`src/rtl/mio_bus_ctrl.sv`:
```
// Memory/IO bus controller between the CPU data port and a wait-stated RAM plus LED, switch and counter peripherals.
// Optional sticky bus_err output is built when MIO_BUSERR_EN is defined.
module mio_bus_ctrl #(
   parameter int RAM_AW   = 10,
   parameter int RAM_WAIT = 2
) (
   input  logic              clk,
   input  logic              reset,
   input  logic              cpu_req,
   input  logic              cpu_we,
   input  logic [31:0]       cpu_addr,
   input  logic [31:0]       cpu_wdata,
   output logic [31:0]       cpu_rdata,
   output logic              mio_ready,
   output logic              ram_en,
   output logic              ram_we,
   output logic [RAM_AW-1:0] ram_addr,
   output logic [31:0]       ram_wdata,
   input  logic [31:0]       ram_rdata,
   input  logic [15:0]       sw_in,
   output logic [15:0]       led_out
`ifdef MIO_BUSERR_EN
   ,
   output logic              bus_err
`endif
);

   // Handshake: cpu_req is held by the CPU until mio_ready, a one-cycle pulse
   // in RESP; cpu_req is not looked at outside IDLE, so no request is issued twice.
   typedef enum logic [1:0] {
      S_IDLE,
      S_WAIT,
      S_RESP
   } state_e;

   localparam logic [3:0] WAIT_INIT = 4'(RAM_WAIT);

   state_e              state_q;
   logic                ready_q;
   logic                ram_en_q;
   logic                ram_we_q;
   logic [RAM_AW-1:0]   ram_addr_q;
   logic [31:0]         ram_wdata_q;
   logic                acc_we_q;
   logic [3:0]          wcnt_q;
   logic [31:0]         rdata_q;
   logic [15:0]         led_q;
   logic [31:0]         cnt_q;
   logic [31:0]         cnt_d;

   logic [3:0]          region;
   logic                sel_ram;
   logic                sel_led;
   logic                sel_sw;
   logic                sel_cnt;
   logic                sel_unmapped;
   logic                accept;
   logic [31:0]         periph_rdata;
   logic                unused_addr;

   assign region       = cpu_addr[31:28];
   assign sel_ram      = ~cpu_addr[31];
   assign sel_led      = (region == 4'hE);
   assign sel_sw       = (region == 4'hF) && !cpu_addr[2];
   assign sel_cnt      = (region == 4'hF) &&  cpu_addr[2];
   assign sel_unmapped = !(sel_ram || sel_led || sel_sw || sel_cnt);
   assign accept       = (state_q == S_IDLE) && cpu_req;
   assign unused_addr  = ^cpu_addr;

   always_comb begin
      periph_rdata = 32'd0;
      if (sel_led) begin
         periph_rdata = {16'd0, led_q};
      end else if (sel_sw) begin
         periph_rdata = {16'd0, sw_in};
      end else if (sel_cnt) begin
         periph_rdata = cnt_q;
      end
   end

   // A counter write takes priority over that cycle's increment.
   always_comb begin
      cnt_d = cnt_q + 32'd1;
      if (accept && sel_cnt && cpu_we) begin
         cnt_d = cpu_wdata;
      end
   end

   always_ff @(posedge clk) begin
      if (reset) begin
         cnt_q <= 32'd0;
      end else begin
         cnt_q <= cnt_d;
      end
   end

   always_ff @(posedge clk) begin
      if (reset) begin
         state_q     <= S_IDLE;
         ready_q     <= 1'b0;
         ram_en_q    <= 1'b0;
         ram_we_q    <= 1'b0;
         ram_addr_q  <= '0;
         ram_wdata_q <= 32'd0;
         acc_we_q    <= 1'b0;
         wcnt_q      <= 4'd0;
         rdata_q     <= 32'd0;
         led_q       <= 16'd0;
      end else begin
         ram_en_q <= 1'b0;
         ram_we_q <= 1'b0;
         ready_q  <= 1'b0;
         case (state_q)
            S_IDLE: begin
               if (cpu_req) begin
                  if (sel_ram) begin
                     ram_en_q    <= 1'b1;
                     ram_we_q    <= cpu_we;
                     ram_addr_q  <= cpu_addr[RAM_AW+1:2];
                     ram_wdata_q <= cpu_wdata;
                     acc_we_q    <= cpu_we;
                     wcnt_q      <= WAIT_INIT;
                     state_q     <= S_WAIT;
                  end else begin
                     ready_q <= 1'b1;
                     state_q <= S_RESP;
                     if (cpu_we) begin
                        if (sel_led) begin
                           led_q <= cpu_wdata[15:0];
                        end
                     end else begin
                        rdata_q <= periph_rdata;
                     end
                  end
               end
            end
            S_WAIT: begin
               if (wcnt_q == 4'd0) begin
                  if (!acc_we_q) begin
                     rdata_q <= ram_rdata;
                  end
                  ready_q <= 1'b1;
                  state_q <= S_RESP;
               end else begin
                  wcnt_q <= wcnt_q - 4'd1;
               end
            end
            S_RESP: begin
               state_q <= S_IDLE;
            end
            default: begin
               state_q <= S_IDLE;
            end
         endcase
      end
   end

`ifdef MIO_BUSERR_EN
   logic err_q;

   // Sticky until reset; the offending access itself still completes normally.
   always_ff @(posedge clk) begin
      if (reset) begin
         err_q <= 1'b0;
      end else if (accept && (sel_unmapped || (sel_sw && cpu_we))) begin
         err_q <= 1'b1;
      end
   end

   assign bus_err = err_q;
`endif

   assign cpu_rdata = rdata_q;
   assign mio_ready = ready_q;
   assign ram_en    = ram_en_q;
   assign ram_we    = ram_we_q;
   assign ram_addr  = ram_addr_q;
   assign ram_wdata = ram_wdata_q;
   assign led_out   = led_q;

endmodule
```
`config.mk`:
```
export PLATFORM = sky130hd
export DESIGN_NAME = mio_bus_ctrl
export DESIGN_NICKNAME = d
export VERILOG_FILES = /design/src/rtl/mio_bus_ctrl.sv
export SDC_FILE = /design/constraint.sdc
export NUM_CORES = 1
export LEC_CHECK = 0
export ABC_AREA = 1
export CAP_MARGIN = 10
export CORE_MARGIN = 5
export CORE_UTILIZATION = 35
export CTS_CLUSTER_DIAMETER = 150
export DETAILED_ROUTE_END_ITERATION = 7
export PLACE_DENSITY = 0.66
export SLEW_MARGIN = 20
export SYNTH_ARGS = -nofsm -noshare
export SYNTH_HDL_FRONTEND = slang
export SYNTH_SLANG_ARGS = --single-unit
```
`constraint.sdc`:
```
create_clock -name clk -period 1.45 [get_ports clk]
set_input_delay 0.3625 -clock clk [delete_from_list [all_inputs] [get_ports clk]]
set_output_delay 0.3625 -clock clk [all_outputs]
set_load 0.01 [all_outputs]
```
# Yosys cells after proc, flatten, opt, wreduce, memory -nomap -nowiden
# Index checks and enable logic that the tools add are counted.
# word_totals
out_inout_bits,93
input_bits,116
register_bits,132
wordCells,65
# op_classes
add_sub_neg,2
reduce_logical,16
n_bitwise,3
n_mux,23
eq_ne,10
# ops
cell,count
2-to-1 mux 32 bit,9
one-hot mux 32 bit (2 select lines),1
"adder 32 x 1 -> 32 bit, second input constant",1
"!= test 2 bit, second input constant",7
2-to-1 mux 4 bit,3
"== test 4 bit, second input constant",2
one-hot mux 4 bit (2 select lines),1
2-to-1 mux 2 bit,3
AND reduction 6 bit,1
logical AND 1 bit,5
AND reduction 5 bit,1
logical NOT 4 bit,1
2-to-1 mux 1 bit,4
one-hot mux 2 bit (2 select lines),1
AND reduction 4 bit,1
OR reduction 4 bit,1
"subtractor 4 x 1 -> 4 bit, second input constant",1
inverter 1 bit,3
AND reduction 3 bit,1
OR reduction 3 bit,1
"== test 2 x 1 -> 1 bit, second input constant",1
logical NOT 2 bit,1
one-hot mux 1 bit (2 select lines),1
AND reduction 2 bit,1
2 further kinds,2

# Depth between registers and ports, before layout
# depth
word_depth,9
mapped_depth,10
mapped_depth_nobuf,10

# Worst setup path before layout
# No wires, ideal clock.
# synth_timing
kind,register to register
start,reg cnt_q[0]
end,reg cnt_q[28]
synth_period_minus_slack_ps,1479
arrival_time_ps,1370
path_stages_with_launch,11
path_slack_ps,-29
setup_ps,109
cell_sequence,dfxtp_1 -> ha_1 -> inv_1 -> nor2_1 -> inv_1 -> nor2_1 -> nand2_1 -> nand2_1 -> nand3_1 -> nand2_1 -> inv_1
# synth_between
elab_chain_len,2
# synth_rtl
item,line,source
from (decl),48,logic [31:0] cnt_q;
from (signal assigned),93,cnt_q <= cnt_d;
adder 32 x 1 -> 32 bit,83,cnt_d = cnt_q + 32'd1;
2-to-1 mux 32 bit,84,if (accept && sel_cnt && cpu_we) begin
# Every way passes these cells.
# A chain may end at the register's enable or synchronous reset.

# Final worst setup path
# layout_timing
start,in cpu_addr[30]
end,reg rdata_q[20] (netlist: cpu_rdata[20])
# layout_between
elab_chain_len,9
word_cells_on_any_way,11
# layout_rtl
item,line,source
from (decl),11,"input logic [31:0] cpu_addr,"
== test 4 bit,"64, 65",
logical AND 1 bit,65,assign sel_cnt = (region == 4'hF) && cpu_addr[2];
2-to-1 mux 32 bit,76,end else if (sel_cnt) begin
2-to-1 mux 32 bit,74,end else if (sel_sw) begin
2-to-1 mux 32 bit *,72,if (sel_led) begin
2-to-1 mux 32 bit *,127,if (cpu_we) begin
2-to-1 mux 32 bit *,116,if (sel_ram) begin
2-to-1 mux 32 bit *,115,if (cpu_req) begin
one-hot mux 32 bit (2 select lines) *,113,case (state_q)
to (signal assigned),132,rdata_q <= periph_rdata;
to (signal assigned),140,rdata_q <= ram_rdata;
to (decl),46,logic [31:0] rdata_q;
# Every way passes the cells marked *; elsewhere a longest branch is shown, timed or not. The select of a mux whose other input is x is not followed.

==> flow_metrics.env <==
export IMPL_postLayoutCellArea_sq_um=10600
export IMPL_hold_buffers=0
export IMPL_drt_iter0_drc=368
export IMPL_synth_area_leaders="dfxtp_1, nor2_1, nand2_1"
export IMPL_whs_path_depth=2
export IMPL_switching_share_pct=26.8
export IMPL_clock_latency_ps=430
export IMPL_final_nets=1399
export IMPL_ff2ff_path_depth=9
export IMPL_dpl_cell_count=1474
export IMPL_crit_fanout=8
export IMPL_wl_per_cell_um=15.5
export IMPL_hold_class="flip-flop to flip-flop"
export IMPL_portBuffers=190
export IMPL_intPower_mw=7.34
export IMPL_yosys_area_top_type_share_pct=40.8
export IMPL_timing_fmax_mhz=667
export IMPL_yosysTopAreaCell="dfxtp_1"
export IMPL_fin_crit_sh_pct=103
export IMPL_final_common_cell="nand2_1"
export IMPL_violations="setup timing"
export IMPL_max_cap_violations=0
export IMPL_grt_pass1_vias=6893
export IMPL_cp_num_buf_inv=4
export IMPL_yosysWarningCount=0
export IMPL_maxSlewHeadroom_pct=80.3
export IMPL_antenna_found_initial=0
export IMPL_finClkSkew_ps=8.32
export IMPL_dr_pass1_iters=5
export IMPL_synthesis_nets=1132
export IMPL_netlist_instances=1014
export IMPL_drc=0
export IMPL_initial_utilization_pct=35.8
export IMPL_diodes=0
export IMPL_layout_common_cells="nand2_1, nor2_1, dfxtp_1, nand3_1, clkdlybuf4s50_1"
export IMPL_p_sw_mw=2.69
export IMPL_wirelength_um=23600
export IMPL_cp_required_ps=1810
export IMPL_clock_sinks=132
export IMPL_hold_viol=0
export IMPL_r2r_start="state_q[1]$_SDFFE_PP0P_"
export IMPL_ios=209
export IMPL_rsz0062_at_grt="true"
export IMPL_synthToLayoutAreaGrowth_pct=64.2
export IMPL_power_density_nw_per_um2=944
export IMPL_dp_hpwl_um=16800
export IMPL_critPathSlowestCell="clkdlybuf4s50_1"
export IMPL_placed_area_sq_um=9290
export IMPL_rows=49
export IMPL_synth_distinct_cells=26
export IMPL_grt_pass1_wl_um=35700
export IMPL_start_kind="input pin"
export IMPL_ys_seq_area_share_pct=40.8
export IMPL_die_height_um=146
export IMPL_total_power_mw=10.0
export IMPL_grt_use_total_pct=20.7
export IMPL_drtAntennaViolNets=0
export IMPL_min_from="cpu_rdata[1]$_SDFFE_PP0P_"
export IMPL_die_w_um=146
export IMPL_avgSynthCellArea_sq_um=6.39
export IMPL_comb_power_share_pct=18.2
export IMPL_setup_tns_ps=-533
export IMPL_viasPerCell=4.82
export IMPL_cts_buffers=17
export IMPL_cp_top_family="buffers and inverters"
export IMPL_ir_worst_vdd_uv=859
export IMPL_status="complete, but fails checks"
export IMPL_die_area_sq_um=21300
export IMPL_grt_max_degree=33
export IMPL_finalSetupViolCount=26
export IMPL_r2r_end="cpu_rdata[20]$_SDFFE_PP0P_"
export IMPL_drive_gt1_share_pct=22.8
export IMPL_core_area_sq_um=18100
export IMPL_end_kind="flip-flop"
export IMPL_cts_root_buf="clkbuf_16"
export IMPL_clkTransAtPathRegs_ps=60
export IMPL_critPathKind="input pin to flip-flop"
export IMPL_pwr_share_clk_pct=42.8
export IMPL_slew_viol_final=0
export IMPL_crit_chain="clkdlybuf4s50_1, nand2_2, buf_6, nor4_4, buf_4, clkbuf_16, nand2_1, a21oi_1"
export IMPL_synth_area_sq_um=6480
export IMPL_layout_cells_non_filler=1521
export IMPL_finalCriticalPeriod_ps=1500
export IMPL_gp_congestion=0.879
export IMPL_critical_path_arrival_ps=1860
export IMPL_ys_ff_latch=132
export IMPL_setup_slack_ps=-49.5
export IMPL_grt_ovfl_total=0
export IMPL_vias=7334
export IMPL_cp_slowest_stage_delay_ps=480
export IMPL_tightest_slew_ps=295
export IMPL_htreeDepth=4
export IMPL_tritoncts="done"
export IMPL_seq_power_share_pct=39.0
export IMPL_hold_path_endpoint="cpu_rdata[1]$_SDFFE_PP0P_"
export IMPL_cts_buffer_depth=2
export IMPL_reg2reg_slack_ps=-50
export IMPL_leakagePower_nw=4.75
-- synth_stat cells, drive strengths merged --
cell type  number
nor2          247
a21oi          72
clkbuf         20
xor2            6
o21ai          80
xnor2           4
or2             1
buf            30
nor4            1
inv            91
nand3         101
a31o            1
nand2         221
nand4           1
dfxtp         132
a211oi          1
o21bai          3
ha              2
-- worst max-delay path by stage --
stage	start	endpoint	slack (ps)	cells after the start
after floorplan	cnt_q[0]$_SDFF_PP0_	cnt_q[28]$_SDFF_PP0_	40	10
after detailed placement	cpu_addr[31]	cpu_rdata[18]$_SDFFE_PP0P_	-480	7
after global routing	state_q[1]$_SDFFE_PP0P_	cpu_rdata[6]$_SDFFE_PP0P_	-110	10
final	cpu_addr[30]	cpu_rdata[20]$_SDFFE_PP0P_	-50	8
after CTS	cpu_addr[28]	cpu_rdata[18]$_SDFFE_PP0P_	-40	7
after global placement	cpu_addr[31]	cpu_rdata[21]$_SDFFE_PP0P_	-450	10
-- routing by layer --
| metal | GRT usage, % | share of wire (%) | up-vias |
|---|---|---|---|
| li1 | - | - | 3752 |
| met1 | 27.4 | 44 | 3314 |
| met2 | 32.7 | 46 | 237 |
| met3 | 6.48 | 7.6 | 31 |
| met4 | 5.64 | 1.8 | 0 |
| met5 | 0 | 0 | - |
-- registers in the layout (all words and copies together), names as in the netlist --
signal     count
cnt_q         32
cpu_rdata     32
ram_wdata     32
led_out       16
ram_addr      10
wcnt_q         4
state_q        2
acc_we_q       1
mio_ready      1
ram_en         1
ram_we         1
-- kinds of logic after synthesis --
family / share of synthesized area, %
simple gates: 36.1
compound gates: 12.3
buf+inv: 8.96
flops: 40.8
xor+xnor: 1.35
fa+ha+maj: 0.386
-- final cells by class --
cell class	count	area, sq um
fill	1654	7450
clock buffer	19	453
sequential	132	2680
multi-input combinational	741	3670
timing repair buffer	298	3080
tap	229	287
clock inverter	11	126
inverter	91	349
-- worst reg2reg max path: stages (launching register included) --
cell and delay, ps:
dfxtp_2 340, buf_6 120, nor2_4 140, nand2_2 70, nand2_2 90, nand3_4 100
buf_12 160, buf_16 150, a21oi_1 130, a21oi_1 80
-- stage by stage --
stage | hold slack (ps) | util [%] | setup WS [ps]
final | 459 | 58.8 | -49.5
after global routing | 477 | 58.8 | -107
after CTS | 462 | 55.2 | -38.1
after detailed placement | 457 | 51.4 | -479
after global placement | 452 | 51.4 | -450
after floorplan | 445 | - | 37.8
-- power by group through the flow --
stage | registers (mW) | clock network [mW] | logic, mW
2_1_floorplan | 4.05 | 0 | 0.593
3_3_place_gp | 3.98 | 0 | 1.60
3_5_place_dp | 3.98 | 0 | 1.60
4_1_cts | 3.90 | 4.36 | 1.64
5_1_grt | 3.93 | 4.51 | 1.99
6_report | 3.91 | 4.30 | 1.83
-- what timing repair did --
action / 4_1_cts / 5_1_grt
gates cloned: 3 / 7
pin swaps: 4 / 25
setup endpoints to repair: 147 / 150
setup buffers: 4 / 3
resized for setup: 133 / 213
Power figures use the tool's default switching activity.
